File: config.mk
export PLATFORM = sky130hd
export DESIGN_NAME = poly_sub_ctrl
export DESIGN_NICKNAME = d
export VERILOG_FILES = /design/src/rtl/poly_sub_ctrl.sv
export SDC_FILE = /design/constraint.sdc
export NUM_CORES = 1
export LEC_CHECK = 0
export BUFFER_PORTS_ARGS = -buffer_cell sky130_fd_sc_hd__buf_2
export CAP_MARGIN = 20
export CORE_MARGIN = 2
export CORE_UTILIZATION = 56
export DETAILED_ROUTE_END_ITERATION = 8
export PLACE_DENSITY_LB_ADDON = 0.1
export SLEW_MARGIN = 5
export SYNTH_ARGS = -nofsm -noshare
export SYNTH_HDL_FRONTEND = slang
export SYNTH_HIERARCHICAL = 1
export SYNTH_SLANG_ARGS = --single-unit
File: constraint.sdc
create_clock -name clk -period 2.35 [get_ports clk]
set_input_delay 0.235 -clock clk [delete_from_list [all_inputs] [get_ports clk]]
set_output_delay 0.235 -clock clk [all_outputs]
set_load 0.005 [all_outputs]
File: src/rtl/poly_sub_ctrl.sv
// poly_sub_ctrl: sequencer for element-wise C[i] = (A[i] - B[i]) mod Q.
// Issues one shared read address per cycle to the A/B memories. The returned
// operands pass through mod_sub, and each registered result is written to C.
// The pipeline behind the issue stage never stalls.

module mod_sub #(
  parameter int WIDTH = 32,
  parameter int Q     = 3329
) (
  input  logic [WIDTH-1:0] a,
  input  logic [WIDTH-1:0] b,
  output logic [WIDTH-1:0] y
);

  localparam logic signed [WIDTH+1:0] Q_S = $signed((WIDTH+2)'(Q));

  // Operands are below Q, so a single conditional add of Q folds a negative
  // difference back into [0, Q-1].
  function automatic logic [WIDTH-1:0] sub_mod(input logic [WIDTH-1:0] x,
                                               input logic [WIDTH-1:0] z);
    logic signed [WIDTH+1:0] d;
    d = $signed({2'b00, x}) - $signed({2'b00, z});
    if (d < 0) d = d + Q_S;
    return d[WIDTH-1:0];
  endfunction

  // Combinational modular difference.
  always_comb y = sub_mod(a, b);

endmodule

module poly_sub_ctrl #(
  parameter int WIDTH  = 32,
  parameter int Q      = 3329,
  parameter int N      = 256,
  parameter int ADDR_W = $clog2(N)
) (
  input  logic              clk,
  input  logic              rst,
  input  logic              start,
  input  logic              stall,
  output logic              busy,
  output logic              done,
  output logic              rd_en,
  output logic [ADDR_W-1:0] rd_addr,
  input  logic [WIDTH-1:0]  a_data,
  input  logic [WIDTH-1:0]  b_data,
  output logic              wr_en,
  output logic [ADDR_W-1:0] wr_addr,
  output logic [WIDTH-1:0]  wr_data
);

  localparam logic [1:0] S_IDLE  = 2'd0;
  localparam logic [1:0] S_ISSUE = 2'd1;
  localparam logic [1:0] S_DRAIN = 2'd2;
  localparam logic [1:0] S_DONE  = 2'd3;

  localparam logic [ADDR_W:0] LAST_ADDR = (ADDR_W+1)'(N - 1);

  logic [1:0]        state;
  logic [ADDR_W:0]   issue_cnt;
  logic              vld_p1;
  logic [ADDR_W-1:0] addr_p1;
  logic              vld_p2;
  logic [ADDR_W-1:0] addr_p2;
  logic [WIDTH-1:0]  data_p2;
  logic [WIDTH-1:0]  diff;

  // Issue strobe and status decode straight from state so that an
  // asynchronous reset silences them at once.
  always_comb begin
    rd_en   = (state == S_ISSUE) && !stall;
    rd_addr = issue_cnt[ADDR_W-1:0];
    busy    = (state == S_ISSUE) || (state == S_DRAIN);
    done    = (state == S_DONE);
    wr_en   = vld_p2;
    wr_addr = addr_p2;
    wr_data = data_p2;
  end

  // Control FSM and issue counter. DRAIN leaves once stage 1 is empty:
  // nothing new enters in DRAIN, so after that edge both valids are 0 and
  // the final write has been presented to C.
  always_ff @(posedge clk or posedge rst) begin
    if (rst) begin
      state     <= S_IDLE;
      issue_cnt <= '0;
    end else begin
      case (state)
        S_IDLE: begin
          if (start) begin
            state     <= S_ISSUE;
            issue_cnt <= '0;
          end
        end
        S_ISSUE: begin
          if (rd_en) begin
            issue_cnt <= issue_cnt + 1'b1;
            if (issue_cnt == LAST_ADDR) state <= S_DRAIN;
          end
        end
        S_DRAIN: begin
          if (!vld_p1) state <= S_DONE;
        end
        default: state <= S_IDLE;
      endcase
    end
  end

  // ---- stage 1: read issued, operands arrive next cycle ----
  // Stage 1 address only matters when vld_p1 is set, so it carries no reset.
  always_ff @(posedge clk) begin
    addr_p1 <= rd_addr;
  end

  mod_sub #(.WIDTH(WIDTH), .Q(Q)) u_mod_sub (
    .a (a_data),
    .b (b_data),
    .y (diff)
  );

  // ---- stage 2: registered modular difference drives the C write ----
  // Valids clear on reset so in-flight entries are discarded. The write port
  // is reset too so that it reads 0 out of reset.
  always_ff @(posedge clk or posedge rst) begin
    if (rst) begin
      vld_p1  <= 1'b0;
      vld_p2  <= 1'b0;
      addr_p2 <= '0;
      data_p2 <= '0;
    end else begin
      vld_p1 <= rd_en;
      vld_p2 <= vld_p1;
      if (vld_p1) begin
        addr_p2 <= addr_p1;
        data_p2 <= diff;
      end
    end
  end

endmodule

---- Word-level counts from Yosys, hierarchy flattened ----
Cells that the tools add are included.
operators by class
  $add $sub $neg .......................... 3
  $mul .................................... 0
  div/mod/pow operators ................... 0
  magnitude comparators ................... 1
  equality and inequality tests ........... 8
  shift operators ......................... 0
  mux-type cells .......................... 9
  bitwise operators ....................... 0
  reduce and logical (&&, ||, !) cells .... 7
operator list
  kind                                                    number
  < comparator 33 x 1 -> 1 bit (second input constant)    1
  subtractor 32 x 32 -> 33 bit                            1
  adder 32 x 13 -> 32 bit (second input constant)         1
  2-to-1 mux 32 bit                                       1
  2-to-1 mux 9 bit                                        2
  case mux 9 bit (2 select lines)                         1
  adder 9 x 1 -> 9 bit (second input constant)            1
  equality test 9 x 8 -> 1 bit (second input constant)    1
  2-to-1 mux 2 bit                                        4
  inequality test 2 bit (second input constant)           3
  case mux 2 bit (3 select lines)                         1
  equality test 2 bit (second input constant)             2
  AND reduction 4 bit                                     1
  AND reduction 3 bit                                     1
  equality test 2 x 1 -> 1 bit (second input constant)    1
  logical NOT 2 bit                                       1
  inequality test 2 x 1 -> 1 bit (second input constant)  1
  nonzero test 2 bit                                      1
  logical AND 1 bit                                       1
  logical NOT 1 bit                                       1
  logical OR 1 bit                                        1
storage, ports and cells
  register bits after elaboration ......... 61
  latch bits .............................. 0
  memory bits (writable) .................. 0
  ROM bits ................................ 0
  bits of input ports ..................... 68
  output and inout port bits .............. 52
  logic and storage cells ................. 35
  memories kept ........................... 0

---- Logic depth before layout (Yosys ltp) ----
  word-level depth ........................ 4
  mapped depth ............................ 15
  gate-level depth less buffers ........... 15

---- Modules after synthesis ----
The synthesis kept the hierarchy.
by module, submodules not included
  module         times used  cells each  area each (sq um)  sequential area each (sq um)
  mod_sub        1           410         2,796.4            0.0
  poly_sub_ctrl  1           183         2,474.9            1,486.4

---- Worst setup path after synthesis ----
Ideal clock, no wire load.
  path type ............................... input port to flip-flop
  start ................................... input a_data[0]
  end ..................................... register data_p2[22] (netlist: wr_data[22])
  library setup time ...................... 0.125 ns
  data arrival time ....................... 3.289 ns
  required time ........................... 2.225 ns
  slack ................................... -1.063 ns
  stages .................................. 15
  path buffers ............................ 0
  path through ............................ inv_1 > ha_1 > inv_1 > fa_1 > a211oi_1 > nor4_2 > nor2_1 > o31a_2 > nand4_1 > a21oi_1 > o31ai_1 > nand2b_2 > or3_4 > xor2_1 > mux2_2
between the ends
  longest elaborated chain between the ends .. 3
  elaborated cells between the ends (all ways) .. 4
  those cells by class .................... add/sub (2); order compare (1); mux (1)
ends and longest elaborated chain
  element                                                                  line  text
  start, declared                                                          46    input logic [WIDTH-1:0] a_data,
  subtractor 32 x 32 -> 33 bit (*)                                         22    d = $signed({2'b00, x}) - $signed({2'b00, z});
  adder 32 x 13 -> 32 bit or < comparator 33 x 1 -> 1 bit (tied branches)  23    if (d < 0) d = d + Q_S;
  2-to-1 mux 32 bit (*)                                                    23
  net diff[22]                                                             67    logic [WIDTH-1:0] diff;
  end signal, assigned                                                     136   data_p2 <= diff;
  end, declared                                                            66    logic [WIDTH-1:0] data_p2;
Mark *: on every way through the listed nets, which the timed path passes. The rest lies on a longest branch.
A chain may end at the register's enable or synchronous reset.

---- Worst setup path in the final report ----
  start ................................... input a_data[0]
  end ..................................... register data_p2[31] (netlist: wr_data[31])
Same word-level chain as after synthesis.

==> impl_results.md <==
* Outcome: finished, violations left
* Failing checks: setup timing
* Slew margin rel. at 0.5284
* Sequential area share after synthesis at 0.2820
* Final min period at 3.319 ns
* Worst-Margin Slew at 0.7075 ns
* Initial antenna violation count at 0
* Flop pwr share at 0.287
* CP required at 2.59 ns
* CP Data Arrival Time at 3.56 ns
* CP Capture Type: flip-flop
* Setup Skew at 0.007687 ns
* H-tree depth at 3
* Final nets at 996
* Row count at 35
* Max frequency at 301.3 MHz
* Internal power at 3871 uW
* Count leader, synth: nand2_1
* Detailed placer's ending HPWL at 12,250 um
* Clock latency on the worst-skew pair at 0.35 ns
* Synth Register Bits at 61
* Yosys top cell by area: dfrtp_1
* Worst hold-check path type: in2async
* Sw Pwr at 2605 uW
* LEAKAGE at 0.004005 uW
* Pwr Total at 6476 uW
* Clock sinks at 61
* Mean Syn Cell Area at 8.889 um2
* Synth Flop Type: dfrtp_1
* Routed Antenna Nets at 0
* Ys async rst share at 0.8689
* RSZ-0062 raised after global routing: yes
* Final setup viols at 32
* Max Root-Sink Buffers at 2
* Tot GR Track Use at 0.3564
* Synth top area share at 0.2516
* CP Class: in2reg
* Fin. max-slew vios at 0
* Cell Pwr Density at 787.5 mW/mm2
* Fillers at 401
* Clk root buf: clkbuf_8
* Total number of vias at 6,270
* Post-Syn Area at 0.005271 mm2
* Post-Route Setup TNS at -21.44 ns
* Sw Ratio at 0.4023
* Hold_ws at 0.06791 ns
* Vias in the first global route at 6,031
* Combinational fraction of design power at 0.560
* Most instantiated cells after synthesis: nand2_1, dfrtp_1, inv_1
* Synth unique cells at 84
* Reg area at 0.001488 mm2
* Post-DR wirelength/cell at 21.20 um
* Mapped Cells at 593
* Grt total ovfl at 0
* Dpl ws at -1.131 ns
* Worst-path clk slew at 0.08 ns
* Top Ports at 120
* Initial drt markers at 442
* First-pass GRT wire length at 28,610 um
* Die Width at 101.0 um
* Initial DRT Pass Iterations at 7
* Pin count of the biggest net entering global routing at 54
* Max IR drop VDD at 0.8058 mV
* Final worst slack at -0.9694 ns
* Post-synth EDFFs at 0
* Startpoint class of the critical path: input pin
* CTS tree: done
* Core box area at 0.009196 mm2
* # DRC at 0
* Ant diodes at 0
* Final hold violations at 0
* Multi-input gate area at 0.004061 mm2
* Area Overhead vs Synth at 56.02%
* Via/cell ratio at 6.251
* Yosys warns at 6
* Die Y at 101.0 um
* Top post-synthesis cells by area: dfrtp_1, ha_1, mux2_2, xnor2_1, nand2_1
* Syn_nets at 702
* Max Cap Violations at 0
* Input/output buffers at 119
* Num CTS Buffers at 9
* Final worst path period share at 1.412
* Die ar. at 0.01021 mm2
* Fraction of layout cells with a size suffix above 1 at 0.5348
* WL final at 21,270 um
* Initial core utilization at 0.5732
* Util after Layout at 0.8943
* CP max FO at 3
* Clock power frac at 0.152
* GP Congestion at 0.9173
power by group through the flow:
stage          Clock, uW  Sequential, uW  Combinational, uW
4_1_cts              947            1820               3210
3_3_place_gp           0            1790               2800
6_report             987            1860               3630
3_5_place_dp           0            1830               2930
2_1_floorplan          0            1750               1700
5_1_grt             1030            1890               3810
cell type report:
cell class                      count  share of cell area
Tap cell                          111             0.01689
Inverter                           47             0.02328
Clock buffer                       11             0.01719
Timing Repair Buffer              313              0.2606
Sequential cell                    61              0.1809
Clock inverter                      5            0.007303
Multi-Input combinational cell    455              0.4938
kinds of logic (layout without fill, tap and decap cells):
group           Yosys count  in the layout  synth area share
compound gates          142            142            0.1954
xor+xnor                 52             52           0.08640
fa+ha+maj                41             41           0.09874
buf+inv                  77            376           0.06955
flops                    61             61            0.2820
mux                      43             43           0.09115
simple gates            177            177            0.1768
through the flow:
step | cell area (um2) | std cells
after floorplan | 5418 | 593
after global placement | 7177 | 953
after detailed placement | 7177 | 953
after CTS | 7901 | 997
after global routing | 8224 | 1003
final | 8224 | 1003
timing repair:
| item | CTS | global route |
|---|---|---|
| hold buffers | 0 | 0 |
| resized for setup | 68 | 59 |
| buffers inserted | 31 | 12 |
| pin swaps | 45 | 38 |
| setup endpoints to repair | 32 | 32 |
state kept, by name, summed over array words and instances, names as in the netlist:
name / flops
wr_addr: 8
wr_data: 32
state: 2
vld_p1: 1
addr_p1: 8
wr_en: 1
issue_cnt: 9
worst max-delay path, cell delays in order:
cell	delay [ns]
buf_8	0.11
inv_12	0.04
ha_4	0.13
inv_2	0.04
fa_2	0.38
a211oi_4	0.35
nor4_4	0.07
o21ba_4	0.23
or2_4	0.24
a221oi_4	0.37
nand3_2	0.19
nor3_4	0.23
nand4_4	0.17
buf_6	0.18
nor4_4	0.19
xnor2_1	0.13
mux2_4	0.27
worst paths after layout:
| check | start | end | slack (ns) | cells after the start |
|---|---|---|---|---|
| setup / recovery | a_data[0] | wr_data[31] | -0.97 | 17 |
| hold / removal | rst | wr_data[2] | 0.07 | 3 |
| setup reg to reg | issue_cnt[0] | state[0] | 0.13 | 8 |
| hold reg to reg | addr_p1[1] | wr_addr[1] | 0.47 | 1 |
| max in group asynchronous | rst | vld_p1 | 1.76 | 3 |
| min in group clk | stall | vld_p1 | 0.24 | 2 |
cell usage in the layout, fill, tap and decap left out, types with 8 or more instances in the layout:
cell,instances
buf_6,17
dfxtp_1,8
xor2_1,16
nand3_1,12
ha_1,35
nand2_1,46
nor2_4,10
inv_1,42
xnor2_1,28
mux2_2,19
nor2_1,27
buf_2,116
o21ai_0,19
buf_4,178
a21oi_1,31
nand4_1,11
a21oi_2,8
mux2_4,21
clkbuf_8,10
dfrtp_1,52
routing by layer:
| metal | part of all wire | GRT usage | up-vias |
|---|---|---|---|
| met3 | 0.073 | 0.06241 | 152 |
| met5 | 0 | 0 | - |
| met1 | 0.36 | 0.4123 | 2998 |
| met4 | 0.078 | 0.1528 | 0 |
| met2 | 0.49 | 0.6446 | 433 |
| li1 | - | - | 2687 |
Note: power is estimated with default switching activity, not from simulation.
